[config.mk]
export PLATFORM = sky130hd
export DESIGN_NAME = dmem_lsu
export DESIGN_NICKNAME = d
export VERILOG_FILES = /design/src/rtl/dmem_lsu_pkg.sv /design/src/rtl/dmem_load_align.sv /design/src/rtl/dmem_lsu.sv
export SDC_FILE = /design/constraint.sdc
export NUM_CORES = 1
export LEC_CHECK = 0
export BUFFER_PORTS_ARGS = -buffer_cell sky130_fd_sc_hd__buf_2
export CORE_ASPECT_RATIO = 1.4
export CORE_MARGIN = 5
export CORE_UTILIZATION = 30
export CTS_CLUSTER_SIZE = 8
export DETAILED_ROUTE_END_ITERATION = 8
export SYNTH_ARGS = -nofsm -noshare
export SYNTH_HDL_FRONTEND = slang
export SYNTH_SLANG_ARGS = --single-unit
[constraint.sdc]
create_clock -name i_CLK -period 2.25 [get_ports i_CLK]
set_input_delay 0 -clock i_CLK [delete_from_list [all_inputs] [get_ports i_CLK]]
set_output_delay 0 -clock i_CLK [all_outputs]
set_load 0.02 [all_outputs]
[src/rtl/dmem_lsu_pkg.sv]
// Shared definitions for the data-memory load/store unit: width codes,
// FSM states and the access-legality decoder.
package dmem_lsu_pkg;

  localparam logic [2:0] F3_B  = 3'b000;
  localparam logic [2:0] F3_H  = 3'b001;
  localparam logic [2:0] F3_W  = 3'b010;
  localparam logic [2:0] F3_BU = 3'b100;
  localparam logic [2:0] F3_HU = 3'b101;

  typedef enum logic [2:0] {
    IDLE,
    ST_ISSUE,
    LD_ISSUE,
    LD_WAIT,
    ERR_RESP
  } state_t;

  // Returns {illegal, misaligned}; unsigned widths are load-only.
  function automatic logic [1:0] decode_access(input logic       wr,
                                               input logic [2:0] funct3,
                                               input logic [1:0] b);
    logic illegal;
    logic misaligned;
    illegal    = 1'b0;
    misaligned = 1'b0;
    case (funct3)
      F3_B:    misaligned = 1'b0;
      F3_BU:   illegal    = wr;
      F3_H:    misaligned = b[0];
      F3_HU: begin
        illegal    = wr;
        misaligned = b[0];
      end
      F3_W:    misaligned = (b != 2'b00);
      default: illegal    = 1'b1;
    endcase
    return {illegal, misaligned};
  endfunction

endpackage

[src/rtl/dmem_load_align.sv]
// Selects the addressed byte/halfword of an SRAM read word and
// sign- or zero-extends it to 32 bits.
module dmem_load_align
  import dmem_lsu_pkg::*;
(
  input  logic [31:0] word,
  input  logic [1:0]  b,
  input  logic [2:0]  funct3,
  output logic [31:0] result
);

  logic [7:0]  byte_v;
  logic [15:0] half_v;

  always_comb begin
    byte_v = word[7:0];
    case (b)
      2'd0: byte_v = word[7:0];
      2'd1: byte_v = word[15:8];
      2'd2: byte_v = word[23:16];
      2'd3: byte_v = word[31:24];
      default: byte_v = word[7:0];
    endcase
    half_v = b[1] ? word[31:16] : word[15:0];

    result = word;
    case (funct3)
      F3_B:    result = {{24{byte_v[7]}}, byte_v};
      F3_BU:   result = {24'h0, byte_v};
      F3_H:    result = {{16{half_v[15]}}, half_v};
      F3_HU:   result = {16'h0, half_v};
      default: result = word;
    endcase
  end

endmodule

[src/rtl/dmem_lsu.sv]
// Load/store unit between the core memory stage and a byte-enabled
// single-port SRAM with a 1-cycle registered read.
module dmem_lsu
  import dmem_lsu_pkg::*;
#(
  parameter int                    ADDR_WIDTH = 32,
  parameter int                    SRAM_DEPTH = 1024,
  parameter logic [ADDR_WIDTH-1:0] BASE_ADDR  = '0
) (
  input  logic                  i_CLK,
  input  logic                  i_RST,
  input  logic                  i_REQ,
  input  logic                  i_WR,
  input  logic [2:0]            i_FUNCT3,
  input  logic [ADDR_WIDTH-1:0] i_ADDR,
  input  logic [31:0]           i_WDATA,
  output logic                  o_BUSY,
  output logic                  o_ACK,
  output logic                  o_ERR,
  output logic [31:0]           o_RDATA,
  output logic                  o_MEM_CE,
  output logic [ADDR_WIDTH-1:0] o_MEM_ADDR,
  output logic [31:0]           o_MEM_WDATA,
  output logic [3:0]            o_MEM_WE,
  input  logic [31:0]           i_MEM_RDATA,
  input  logic                  i_MEM_VALID
);

  localparam logic [ADDR_WIDTH:0] LIMIT = (ADDR_WIDTH+1)'(4 * SRAM_DEPTH);

  state_t                state_q, state_d;
  logic                  busy_q, busy_d;
  logic                  ack_q, ack_d;
  logic                  err_q, err_d;
  logic [31:0]           rdata_q, rdata_d;
  logic                  mem_ce_q, mem_ce_d;
  logic [ADDR_WIDTH-1:0] mem_addr_q, mem_addr_d;
  logic [31:0]           mem_wdata_q, mem_wdata_d;
  logic [3:0]            mem_we_q, mem_we_d;
  logic [1:0]            b_q, b_d;
  logic [2:0]            funct3_q, funct3_d;

  logic [ADDR_WIDTH-1:0] off;
  logic [1:0]            b_in;
  logic                  out_of_range;
  logic                  illegal;
  logic                  misaligned;
  logic [31:0]           load_result;

  // Subtraction wraps, so addresses below BASE_ADDR land far out of range.
  assign off          = i_ADDR - BASE_ADDR;
  assign b_in         = off[1:0];
  assign out_of_range = ({1'b0, off} >= LIMIT);
  assign {illegal, misaligned} = decode_access(i_WR, i_FUNCT3, b_in);

  dmem_load_align u_align (
    .word   (i_MEM_RDATA),
    .b      (b_q),
    .funct3 (funct3_q),
    .result (load_result)
  );

  // Outputs are computed for the state being entered and registered, so
  // every memory-side and core-side signal is a clean flop output.
  always_comb begin
    state_d     = state_q;
    busy_d      = 1'b0;
    ack_d       = 1'b0;
    err_d       = 1'b0;
    rdata_d     = 32'h0;
    mem_ce_d    = 1'b0;
    mem_addr_d  = '0;
    mem_wdata_d = 32'h0;
    mem_we_d    = 4'h0;
    b_d         = b_q;
    funct3_d    = funct3_q;

    case (state_q)
      IDLE: begin
        if (i_REQ) begin
          busy_d = 1'b1;
          if (out_of_range || illegal || misaligned) begin
            state_d = ERR_RESP;
            ack_d   = 1'b1;
            err_d   = 1'b1;
          end else if (i_WR) begin
            state_d    = ST_ISSUE;
            ack_d      = 1'b1;
            mem_ce_d   = 1'b1;
            mem_addr_d = off >> 2;
            case (i_FUNCT3)
              F3_B: begin
                mem_wdata_d = {4{i_WDATA[7:0]}};
                mem_we_d    = 4'b0001 << b_in;
              end
              F3_H: begin
                mem_wdata_d = {2{i_WDATA[15:0]}};
                mem_we_d    = 4'b0011 << b_in;
              end
              default: begin
                mem_wdata_d = i_WDATA;
                mem_we_d    = 4'b1111;
              end
            endcase
          end else begin
            state_d    = LD_ISSUE;
            mem_ce_d   = 1'b1;
            mem_addr_d = off >> 2;
            b_d        = b_in;
            funct3_d   = i_FUNCT3;
          end
        end
      end
      ST_ISSUE: state_d = IDLE;
      ERR_RESP: state_d = IDLE;
      LD_ISSUE: begin
        state_d = LD_WAIT;
        busy_d  = 1'b1;
      end
      LD_WAIT: begin
        busy_d = 1'b1;
        if (i_MEM_VALID) begin
          state_d = IDLE;
          busy_d  = 1'b0;
          ack_d   = 1'b1;
          rdata_d = load_result;
        end
      end
      default: state_d = IDLE;
    endcase
  end

  always_ff @(posedge i_CLK) begin
    if (i_RST) begin
      state_q     <= IDLE;
      busy_q      <= 1'b0;
      ack_q       <= 1'b0;
      err_q       <= 1'b0;
      rdata_q     <= 32'h0;
      mem_ce_q    <= 1'b0;
      mem_addr_q  <= '0;
      mem_wdata_q <= 32'h0;
      mem_we_q    <= 4'h0;
      b_q         <= 2'b00;
      funct3_q    <= 3'b000;
    end else begin
      state_q     <= state_d;
      busy_q      <= busy_d;
      ack_q       <= ack_d;
      err_q       <= err_d;
      rdata_q     <= rdata_d;
      mem_ce_q    <= mem_ce_d;
      mem_addr_q  <= mem_addr_d;
      mem_wdata_q <= mem_wdata_d;
      mem_we_q    <= mem_we_d;
      b_q         <= b_d;
      funct3_q    <= funct3_d;
    end
  end

  assign o_BUSY      = busy_q;
  assign o_ACK       = ack_q;
  assign o_ERR       = err_q;
  assign o_RDATA     = rdata_q;
  assign o_MEM_CE    = mem_ce_q;
  assign o_MEM_ADDR  = mem_addr_q;
  assign o_MEM_WDATA = mem_wdata_q;
  assign o_MEM_WE    = mem_we_q;

endmodule
==> impl_metrics.toml <==
[place]
placed_area_mm2 = 0.00569
globalplace.congestion = 0.820
detailed_place_hpwl_um = 10300
portBuffers = 205

[yosys]
synth_enable_flop_cells = 0
synth_warnings = 0
synth_compound_gate_area_share_pct = 16.7
synthesis.area_mm2 = 0.00442
main_combinational_cell_family_by_area_after_synthesis = "simple AND/OR/NAND/NOR gates"
post-synth-top-count-cell = "dfxtp_1"
synthFlopType = "dfxtp_1"
syn_inst = 438
synth_commonest_cells = "110 x dfxtp_1, 41 x nand2_1, 37 x mux2i_1, 37 x nor3_1, 22 x inv_1"
synth_xor_area_share_pct = 0
synth_sequential_area_ratio_pct = 49.8
synth_top_cell_area_share_pct = 49.8
synth-seq-cells = 110
postSynthAreaPerCell_um2 = 10.1
synthArstFlopShare_pct = 0
synth_mux_area_share_pct = 8.89
synthesized_area_fraction_occupied_by_and_or_nand_nor_cells_pct = 17.2
netlist.top_cell.by_area = "dfxtp_1"
ys_top_cells_by_area = "dfxtp_1 50%, mux2i_1 8.4%, a2111oi_4 5.0%"
post_synth_num_cell_types = 47
yosys.area_share.adder_pct = 0

[critical_path]
setup.reg_to_reg.worst_slack_ns = 0.30
timing.critical_path.buf_inv = 3
worst-path-stages = 7
worst-setup-path-type = "in2reg"
critical-path-slowest-cell = "or4_2"
kind_of_launch_point_of_the_worst_setup_path = "input pin"
worst-endpoint-required_ns = 2.50
critPathArrivalTime_ns = 2.30
endpoint_kind = "register"
reg2reg_depth = 4
timing.critical_path.fanout_max = 37
delay_of_the_slowest_cell_on_the_worst_path_ns = 0.71
path_delay_family = "simple AND/OR/NAND/NOR gates"
regToRegStartpoint = "state_q[1]"
worstPathCellList = "dlygate4sd3_1, buf_2, or2_4, and3_1, or4_2, buf_12, a2111oi_2"
endpoint = "o_MEM_WDATA[24]"
critical_register_to_register_path_endpoint = "b_q[1]"
worstSetupStartpoint = "i_ADDR[1]"

[flow_run]
max_cap_violations = 0

[finish]
post-route-cell-area_mm2 = 0.00667
antenna-diode-count = 0
layout.core_utilization_pct = 46.1
seqCellArea_mm2 = 0.00220
final_nets = 825
fill_cells = 1413
multiInputGateArea_mm2 = 0.00198
synthToLayoutAreaGrowth_pct = 50.8
drive_gt1_share_pct = 35.8

[clock_network]
clkSlewWorstSetupHoldPaths_ns = 0.07
cts_buffers = 9
root_buffer = "clkbuf_16"
clock_path_buffers = 2
clock_tree.htree_level_count = 3
worst_skew_pair.late_latency_ns = 0.34
tritoncts = "yes"
cts_num_sinks = 110

[detailed_routing]
initial_drc_count = 255
num_vias = 4247
drc_violations_left = 0
ant_nets = 0
wl_per_cell_um = 15.2
drt_pass1_iterations = 4
wl_um = 13900
post_drt_via_cell_ratio = 4.64

[pwr]
total_leakage_power_nw = 2.96
power_density_mw_per_mm2 = 610
peakVddDrop_uv = 328

[die]
die_area_mm2 = 0.0173
io_pins = 208
floorplan.initialDensity_pct = 30.6
chipWidth_um = 113
num_rows = 52
floorplan.die.height_um = 154
fp.coreArea_mm2 = 0.0144

[timing]
final_hold_viol_count = 0
max_freq_ghz = 0.487
clock_skew_after_layout_ns = 0.00721
totalNegativeSetupSlack_ns = 0
worst_slew_pin_slew_ns = 0.694
timing_max_transition_violations_final = 0
post-route-min-period_ns = 2.05
report.final.setup_viol = 0
rsz0062_at_grt = "false"
finalCritPeriodShare_pct = 91.3
timing.slew.headroom_pct = 53.6

[hold_path]
hold_path_class = "in2reg"

[grt]
globalRouteOverflowTotal = 0
first_global_vias = 4416
maximum_number_of_pins_on_one_net_before_global_route_repair = 38
grt_util_all_layers_pct = 15.9
grt_first_pass_wirelength_um = 22400
antenna_found_initial = 0

[run_status]
result_of_the_run = "finished, final reports clean"
## cell type report
type	instances	share of cell area [%]
sequential	110	33.0
multi-input combinational	287	29.8
inverter	22	1.24
timing repair buffer	291	27.8
clock inverter	6	1.03
tap	189	3.55
clock buffer	10	3.59
## per-stage QoR
step / std cells / setup WS, ns / power (W) / hold WS [ns]
after global placement: 832 / 0.328 / 0.00238 / 0.234
after detailed placement: 832 / 0.290 / 0.00239 / 0.239
after global routing: 915 / 0.0762 / 0.00425 / 0.0425
after floorplan: 459 / 0.368 / 0.00221 / 0.120
final: 915 / 0.195 / 0.00407 / 0.0139
after CTS: 915 / 0.208 / 0.00413 / 0.00211
## power breakdown
group | switching [W] | internal [W]
logic | 0.000235 | 0.000227
registers | 0.00000570 | 0.00197
clock network | 0.000731 | 0.000902
## kinds of logic after synthesis
kind of cell | Yosys count
AO/OA/AOI/OAI | 82
buffers and inverters | 62
flip-flops | 110
multiplexers | 38
other | 1
AND/OR/NAND/NOR | 145
## state kept, by name, summed over array words and instances (netlist names), 2 cells and up
name / flops
funct3_q: 3
b_q: 2
o_RDATA: 32
o_MEM_ADDR: 30
o_MEM_WDATA: 32
o_MEM_WE: 4
state_q: 3
## repair_timing
action	4_1_cts	5_1_grt
hold buffers	67	0
setup endpoints to repair	0	0
endpoints found under the hold margin	68	0
buffers inserted	0	0
resized for setup	0	0
## cells in the final DEF (no fill, tap or decap), drive strengths merged, types with 2 or more instances in the layout
cell	instances
mux2i	37
or2	3
nor2b	10
o22ai	8
or4	5
clkinv	2
a211oi	11
a21oi	19
inv	24
nor4	7
nand4	2
clkbuf	10
nand2	41
conb	22
buf	224
o21ai	12
nor2	21
a221oi	7
nand2b	12
dfxtp	110
or4b	2
a2111oi	16
o21bai	2
dlygate4sd3	67
nor3	38
## tightest hold or removal path: stages
cell      delay (ns)
buf_2           0.11
nand2b_1        0.10
a21boi_0        0.10
## worst min path at each step
stage | from | endpoint | slack [ns] | cells past startpoint
final | i_REQ | o_BUSY | 0.01 | 3
after global routing | i_FUNCT3[2] | funct3_q[2] | 0.04 | 3
after CTS | i_REQ | o_BUSY | 0.002 | 3
after detailed placement | i_ADDR[9] | o_MEM_ADDR[7] | 0.24 | 3
after global placement | i_ADDR[4] | o_MEM_ADDR[2] | 0.23 | 3
after floorplan | i_ADDR[2] | o_MEM_ADDR[0] | 0.12 | 2
## layer usage
metal / track usage, % / vias up / part of all wire, %
met3: 4.36 / 22 / 7.2
met4: 4.64 / 0 / 1.9
met2: 28.4 / 171 / 52
li1: - / 2083 / -
met1: 18.4 / 1971 / 39
met5: 0 / - / 0
No activity file was read; power rests on OpenSTA's default activity.
